--- src/rtl/debounce_pkg.sv ---
// Shared types and defaults for the switch/strobe debounce stage.
// States encode the debounced level plus whether a transition is being qualified.
package debounce_pkg;

  localparam int STATE_W           = 2;
  localparam int DEF_STABLE_CYCLES = 4;
  localparam int DEF_CNT_W         = 8;

  typedef enum logic [STATE_W-1:0] {
    IDLE_LO = 2'd0,
    CHK_HI  = 2'd1,
    IDLE_HI = 2'd2,
    CHK_LO  = 2'd3
  } state_t;

  // Debounced output level implied by a state.
  function automatic logic state_level(input state_t s);
    return (s == IDLE_HI) || (s == CHK_LO);
  endfunction

  // High while a candidate transition is being qualified.
  function automatic logic state_checking(input state_t s);
    return (s == CHK_HI) || (s == CHK_LO);
  endfunction

endpackage

--- src/rtl/debounce_sync_sync_2ff.sv ---
// Two-flop synchroniser bringing an asynchronous level into the clk domain.
// Reused by other async-input stages; synchronous reset clears both flops.
module sync_2ff #(
  parameter int WIDTH = 1
) (
  input  logic             clk,
  input  logic             reset,
  input  logic [WIDTH-1:0] d,
  output logic [WIDTH-1:0] q
);

  logic [WIDTH-1:0] s1_reg;
  logic [WIDTH-1:0] s2_reg;

  always_ff @(posedge clk) begin
    if (reset) begin
      s1_reg <= '0;
      s2_reg <= '0;
    end else begin
      s1_reg <= d;
      s2_reg <= s1_reg;
    end
  end

  assign q = s2_reg;

endmodule

--- src/rtl/debounce_sync.sv ---
// Debounces one asynchronous input: sync_2ff, then a 4-state qualifier FSM.
// Build with DEBOUNCE_EDGE_PULSE_EN defined to get the rise/fall pulse registers.
module debounce_sync
  import debounce_pkg::*;
#(
  parameter int STABLE_CYCLES = DEF_STABLE_CYCLES,
  parameter int CNT_W         = DEF_CNT_W
) (
  input  logic clk,
  input  logic reset,
  input  logic din,
  output logic dout,
  output logic busy,
  output logic rise,
  output logic fall
);

  localparam logic [CNT_W-1:0] CNT_LAST = CNT_W'(STABLE_CYCLES - 1);
  localparam logic [CNT_W-1:0] CNT_ONE  = CNT_W'(1);

  logic             s2;
  state_t           state_reg, state_next;
  logic [CNT_W-1:0] cnt_reg, cnt_next;
  logic             dout_reg, dout_next;
  logic             busy_reg, busy_next;

  sync_2ff #(
    .WIDTH (1)
  ) u_sync (
    .clk   (clk),
    .reset (reset),
    .d     (din),
    .q     (s2)
  );

  always_ff @(posedge clk) begin
    if (reset) begin
      state_reg <= IDLE_LO;
      cnt_reg   <= '0;
      dout_reg  <= 1'b0;
      busy_reg  <= 1'b0;
    end else begin
      state_reg <= state_next;
      cnt_reg   <= cnt_next;
      dout_reg  <= dout_next;
      busy_reg  <= busy_next;
    end
  end

  always_comb begin
    state_next = state_reg;
    cnt_next   = cnt_reg;
    case (state_reg)
      IDLE_LO: begin
        if (s2) begin
          state_next = CHK_HI;
          cnt_next   = CNT_ONE;
        end
      end
      CHK_HI: begin
        if (!s2) begin
          state_next = IDLE_LO;
          cnt_next   = '0;
        end else if (cnt_reg == CNT_LAST) begin
          state_next = IDLE_HI;
          cnt_next   = '0;
        end else begin
          cnt_next = cnt_reg + CNT_ONE;
        end
      end
      IDLE_HI: begin
        if (!s2) begin
          state_next = CHK_LO;
          cnt_next   = CNT_ONE;
        end
      end
      CHK_LO: begin
        if (s2) begin
          state_next = IDLE_HI;
          cnt_next   = '0;
        end else if (cnt_reg == CNT_LAST) begin
          state_next = IDLE_LO;
          cnt_next   = '0;
        end else begin
          cnt_next = cnt_reg + CNT_ONE;
        end
      end
      default: begin
        state_next = IDLE_LO;
        cnt_next   = '0;
      end
    endcase
    // Level and busy are registered alongside the state so they change together.
    dout_next = state_level(state_next);
    busy_next = state_checking(state_next);
  end

  assign dout = dout_reg;
  assign busy = busy_reg;

`ifdef DEBOUNCE_EDGE_PULSE_EN
  logic rise_reg, rise_next;
  logic fall_reg, fall_next;

  // A pulse fires only when a qualification completes, never on a glitch abort.
  assign rise_next = (state_reg == CHK_HI) && (state_next == IDLE_HI);
  assign fall_next = (state_reg == CHK_LO) && (state_next == IDLE_LO);

  always_ff @(posedge clk) begin
    if (reset) begin
      rise_reg <= 1'b0;
      fall_reg <= 1'b0;
    end else begin
      rise_reg <= rise_next;
      fall_reg <= fall_next;
    end
  end

  assign rise = rise_reg;
  assign fall = fall_reg;
`else
  assign rise = 1'b0;
  assign fall = 1'b0;
`endif

endmodule
--- config.mk ---
export PLATFORM = sky130hd
export DESIGN_NAME = debounce_sync
export DESIGN_NICKNAME = d
export VERILOG_FILES = /design/src/rtl/debounce_pkg.sv /design/src/rtl/debounce_sync_sync_2ff.sv /design/src/rtl/debounce_sync.sv
export SDC_FILE = /design/constraint.sdc
export NUM_CORES = 1
export LEC_CHECK = 0
export BUFFER_PORTS_ARGS = -buffer_cell sky130_fd_sc_hd__buf_2
export CAP_MARGIN = 10
export CORE_MARGIN = 1
export CORE_UTILIZATION = 35
export DETAILED_ROUTE_END_ITERATION = 16
export PLACE_DENSITY = 0.59
export SYNTH_ARGS = -nofsm -noshare
export SYNTH_HDL_FRONTEND = slang
export SYNTH_SLANG_ARGS = --single-unit
--- constraint.sdc ---
create_clock -name clk -period 2.22 [get_ports clk]
set_input_delay 0.333 -clock clk [delete_from_list [all_inputs] [get_ports clk]]
set_output_delay 0.333 -clock clk [all_outputs]
set_load 0.05 [all_outputs]
==> impl_metrics.py, run 1 <==
metrics = {
    "status": {
        "status": "complete, no violations",
    },
    "finish": {
        "n_antenna_cell": 0,
        "final_layout_size_suffix_gt1_frac": 0.194,
        "synthToLayoutAreaGrowth_pct": 7.85,
        "nets": 72,
        "fin_util": 0.419,
        "largest_reg_flops": 8,
    },
    "global_route": {
        "overflow": 0,
        "grt_max_degree": 11,
        "antenna_found_initial": 0,
        "grt_pass1_wl_um": 1710,
        "grt_pass1_vias": 399,
        "grt_usage": 0.123,
    },
    "worst_setup_path": {
        "r2r_end": "cnt_reg[3]",
        "critical_path_class": "reg -> reg",
        "crit_arrival_ns": 1.88,
        "r2r_cells": 5,
        "reg2reg_from": "cnt_reg[0]",
        "regToRegSetupSlack_ns": 0.52,
        "start_kind": "flip-flop",
        "crit_required_ns": 2.40,
        "cp-end-kind": "flip-flop",
        "crit_fanout": 6,
    },
    "sta": {
        "finalSetupTns_ns": 0,
        "drv_slew": 0,
        "clock_skew_ns": 0.00519,
        "fin_crit_ns": 1.70,
        "finalCritPeriodShare": 0.767,
        "hold_viol_final": 0,
        "fmax_ghz": 0.587,
        "grt_setup_unrepaired": "false",
        "setup_slack_ns": 0.517,
        "setup_viol": 0,
    },
    "synth": {
        "syn_area_um2": 606,
        "syn_area_per_cell_um2": 9.77,
        "synth_cell_types": 28,
        "ys_warn_count": 0,
        "yosysTopAreaCell": "dfxtp_1",
        "syn_inst": 62,
        "synth_top_area_share": 0.430,
        "seq_area_frac_synth": 0.430,
        "ys_ff_latch": 13,
        "ys_top_cells_by_area": "dfxtp_1 (43%), xor2_1 (7.2%), nor2_1 (4.3%)",
    },
    "power_and_ir_drop": {
        "p_int_mw": 0.312,
        "powerDensity_nw_per_um2": 633,
        "clkPwrFrac": 0.358,
        "combPwrFrac": 0.060,
        "p_leak_nw": 0.248,
        "switching_share": 0.244,
        "power.total_mw": 0.413,
        "seqPwrFrac": 0.582,
        "power_switching_mw": 0.101,
        "ir_worst_vdd_uv": 358,
    },
    "clock_network": {
        "postCtsResizedCells": 0,
        "clock_latency_ns": 0.28,
        "numCtsBuffers": 3,
        "cts.htree.levels": 1,
        "ctsHoldBuffers": 0,
        "cts_buffer_depth": 2,
        "path_clk_slew_ns": 0.08,
        "cts_tree": "done",
        "cts_root_buffer": "clkbuf_4",
        "cts_setup_buffers": 0,
        "clock_sinks": 13,
    },
    "routing": {
        "dr.pass1.iters": 4,
        "drc": 0,
        "drt_iter0_drc": 5,
        "vias": 433,
        "drt_wl_total_um": 942,
        "wl_per_cell_um": 11.3,
        "viasPerCell": 5.22,
        "ant_nets": 0,
    },
    "floorplan": {
        "coreArea_um2": 1560,
        "start_util": 0.388,
        "fp.dieW_um": 43.6,
        "die_area_um2": 1900,
        "fp-row-count": 14,
        "die_h_um": 43.6,
        "io-pin-count": 7,
    },
    "job": {
        "drv_cap": 0,
    },
    "placed_design": {
        "dpl.hpwl_um": 714,
        "portBuffers": 4,
        "dp_slack_ns": 0.519,
        "gp_congestion": 0.744,
    },
    "min_path": {
        "hold_class": "in -> reg",
        "min_to": "u_sync.s1_reg",
        "whs_path_depth": 2,
        "worstHoldStart": "din",
    },
}
==> power by group through the flow <==
| stage | Sequential (mW) | Clock [mW] | Combinational (mW) |
|---|---|---|---|
| floorplan | 0.246 | 0 | 0.0227 |
| global placement | 0.246 | 0 | 0.0247 |
| detailed placement | 0.246 | 0 | 0.0249 |
| CTS | 0.240 | 0.152 | 0.0250 |
| global route | 0.241 | 0.162 | 0.0273 |
| finish | 0.240 | 0.148 | 0.0248 |
==> worst max path at each step <==
stage | startpoint | end | slack [ns] | cells after the start
global placement | cnt_reg[0] | state_reg[1] | 0.55 | 5
CTS | cnt_reg[0] | cnt_reg[6] | 0.51 | 5
floorplan | cnt_reg[0] | cnt_reg[3] | 0.63 | 5
finish | cnt_reg[0] | cnt_reg[3] | 0.52 | 5
detailed placement | cnt_reg[0] | cnt_reg[3] | 0.52 | 5
global route | cnt_reg[0] | cnt_reg[5] | 0.38 | 5
==> synth_stat cells (all sizes together) <==
master / instances
ha: 1
dfxtp: 13
and3: 2
and4: 1
o2111ai: 3
nand3: 3
nor2: 7
inv: 3
xnor2: 1
a21oi: 1
a21o: 1
conb: 1
or4b: 1
or3: 1
o41ai: 1
a2111oi: 1
mux2i: 1
a211o: 1
o211ai: 3
buf: 2
clkbuf: 2
nor3: 3
nand2: 1
xor2: 6
nor2b: 2
==> logic make-up after synthesis <==
logic type / after synthesis / synth area share
adder cells (fa/ha/maj): 1 / 0.0207
XOR/XNOR: 7 / 0.114
buffers and inverters: 7 / 0.0558
AND/OR/NAND/NOR: 21 / 0.211
flip-flops: 13 / 0.430
multiplexers: 1 / 0.0165
AO/OA/AOI/OAI: 11 / 0.147
other: 1 / 0.00619
==> worst max-delay path, cell delays in order (launching register included) <==
cell,delay (ns)
dfxtp_1,0.40
ha_1,0.23
or4b_4,0.49
o211ai_1,0.22
a21o_2,0.21
nor2_1,0.05
==> final cells by class <==
type | instances | area, µm²
multi-input cells | 43 | 315
well taps | 16 | 20.0
flip-flops and latches | 13 | 260
clock buffers | 4 | 26.3
fillers | 149 | 906
repair buffers | 4 | 20.0
inverters | 3 | 11.3
==> layer usage <==
metal,GRT usage,part of all wire,vias to the layer above,wire length (µm)
met1,0.166,0.52,188,490
met2,0.167,0.40,11,376
met4,0.0750,0.033,0,31
li1,-,-,229,-
met3,0.0417,0.045,5,42
met5,0,0,-,0
==> placed cells by master, fill, tap and decap left out <==
cell	count
nand2_1	1
a211o_1	1
or3_1	1
xnor2_1	1
mux2i_1	1
xor2_2	1
dfxtp_1	13
and3_1	1
buf_2	4
a21oi_1	1
o2111ai_1	3
clkbuf_1	1
ha_1	1
xor2_1	5
a21o_2	1
clkbuf_4	3
nor3_1	2
conb_1	2
nor3_4	1
or4b_4	1
o211ai_1	3
and4_2	1
and3_2	1
a2111oi_0	1
o41ai_1	1
nand3_1	3
nor2_1	7
nor2b_1	2
inv_1	3
==> metrics by stage <==
stage / cell area [µm²] / hold slack (ns) / instances
floorplan: 609 / 0.414 / 63
global placement: 627 / 0.419 / 79
detailed placement: 627 / 0.435 / 79
CTS: 653 / 0.258 / 83
global route: 653 / 0.250 / 83
finish: 653 / 0.254 / 83
(Power assumes the default switching activity.)
==> run 2: changes to the inputs <==
PLACE_DENSITY = 0.61   (was 0.59)
clock period = 1.54 ns   (was 2.22 ns; I/O delays follow)
==> impl_metrics.py, run 2 (same netlist as run 1, synthesis figures left out) <==
metrics = {
    "power_and_ir_drop": {
        "combPwrFrac": 0.073,
        "seqPwrFrac": 0.580,
        "power.total_mw": 0.597,
        "switching_share": 0.237,
        "powerDensity_nw_per_um2": 810,
        "clkPwrFrac": 0.347,
        "power_switching_mw": 0.141,
        "p_int_mw": 0.455,
        "p_leak_nw": 0.293,
        "ir_worst_vdd_uv": 494,
    },
    "worst_setup_path": {
        "cp_top_family": "simple AND/OR/NAND/NOR gates",
        "path_cells": "ha_4, or4b_4, o211ai_1, a21o_2, nor2_1",
        "crit_buf_inv": 0,
        "crit_fanout": 5,
        "reg2reg_from": "cnt_reg[1]",
        "crit_arrival_ns": 1.71,
        "start_kind": "flip-flop",
        "regToRegSetupSlack_ns": -0.008,
        "cp-end-kind": "flip-flop",
        "critPathMaxStageDelay_ns": 0.47,
        "crit_start": "cnt_reg[1]",
        "slowest_stage": "or4b_4",
        "r2r_end": "cnt_reg[4]",
        "crit_required_ns": 1.71,
        "r2r_cells": 5,
        "critical_path_class": "reg -> reg",
    },
    "clock_network": {
        "clock_latency_ns": 0.27,
        "cts_setup_buffers": 0,
        "numCtsBuffers": 3,
        "clock_sinks": 13,
        "path_clk_slew_ns": 0.08,
        "cts_tree": "done",
        "cts_root_buffer": "clkbuf_4",
        "ctsHoldBuffers": 0,
        "cts_buffer_depth": 2,
        "cts.htree.levels": 1,
    },
    "finish": {
        "largest_reg_flops": 8,
        "fin_util": 0.473,
        "nFillCells": 153,
        "final_layout_size_suffix_gt1_frac": 0.342,
        "n_antenna_cell": 0,
        "multi_input_area_um2": 328,
        "seqCellArea_um2": 264,
        "final_cell_mix": "dfxtp_1 (10), buf_4 (9), nor2_1 (7), xor2_1 (5), buf_2 (4)",
        "synthToLayoutAreaGrowth_pct": 21.7,
        "layout.cells.most_common": "dfxtp_1",
        "nets": 81,
        "final_area_um2": 737,
        "instances_no_fill": 92,
    },
    "min_path": {
        "worstHoldStart": "din",
        "whs_path_depth": 2,
        "min_to": "u_sync.s1_reg",
        "hold_class": "in -> reg",
    },
    "floorplan": {
        "fp.dieW_um": 43.6,
        "start_util": 0.388,
        "die_area_um2": 1900,
        "io-pin-count": 7,
        "fp-row-count": 14,
        "die_h_um": 43.6,
        "coreArea_um2": 1560,
    },
    "global_route": {
        "grt_usage": 0.154,
        "grt_max_degree": 11,
        "antenna_found_initial": 0,
        "grt_pass1_wl_um": 2060,
        "grt_pass1_vias": 460,
        "overflow": 0,
    },
    "routing": {
        "viasPerCell": 5.23,
        "vias": 481,
        "drt_wl_total_um": 1160,
        "dr.pass1.iters": 4,
        "wl_per_cell_um": 12.6,
        "drt_iter0_drc": 4,
        "ant_nets": 0,
        "drc": 0,
    },
    "placed_design": {
        "gp_congestion": 0.727,
        "portBuffers": 4,
        "dp_slack_ns": -0.00989,
        "place_inst": 88,
        "dpl_cell_area_um2": 711,
        "dpl.hpwl_um": 938,
    },
    "sta": {
        "drv_slew": 0,
        "fmax_ghz": 0.646,
        "finalSetupTns_ns": -0.00760,
        "fin_crit_ns": 1.55,
        "finalCritPeriodShare": 1.00,
        "clock_skew_ns": 0.00171,
        "grt_setup_unrepaired": "true",
        "setup_slack_ns": -0.00760,
        "hold_ws_ns": 0.168,
        "setup_viol": 1,
        "hold_viol_final": 0,
    },
    "status": {
        "status": "finished, violations left",
        "violations": "setup timing",
    },
    "job": {
        "drv_cap": 0,
    },
}
-- run 2: worst max path at each step --
stage,to,slack [ns],cells past startpoint
floorplan,cnt_reg[3],0.02,5
global placement,cnt_reg[4],0.03,5
detailed placement,cnt_reg[4],-0.01,5
CTS,cnt_reg[4],0.0007,5
global route,cnt_reg[4],-0.09,5
finish,cnt_reg[4],-0.008,5
-- run 2: power groups by stage --
stage / combinational, mW / clock [mW] / sequential, mW
final: 0.0437 / 0.207 / 0.346
after global routing: 0.0480 / 0.235 / 0.347
after CTS: 0.0438 / 0.216 / 0.346
after detailed placement: 0.0438 / 0 / 0.354
after global placement: 0.0428 / 0 / 0.354
after floorplan: 0.0330 / 0 / 0.356
-- run 2: timing repair --
| item | CTS | global route |
|---|---|---|
| resized for setup | 0 | 0 |
| pin swaps | 2 | 0 |
| endpoints found under the setup margin | 5 | 6 |
-- run 2: per-layer routing --
metal / up-vias / track usage / share of wire
li1: 245 / - / -
met1: 220 / 0.204 / 0.47
met2: 11 / 0.209 / 0.46
met3: 5 / 0.0458 / 0.033
met4: 0 / 0.113 / 0.035
met5: - / 0 / 0
-- run 2: area by class of cell --
class	count	share of cell area
inverter	3	0.0153
timing repair buffer	13	0.119
multi-input combinational	43	0.445
clock buffer	4	0.0357
sequential	13	0.358
tap	16	0.0272
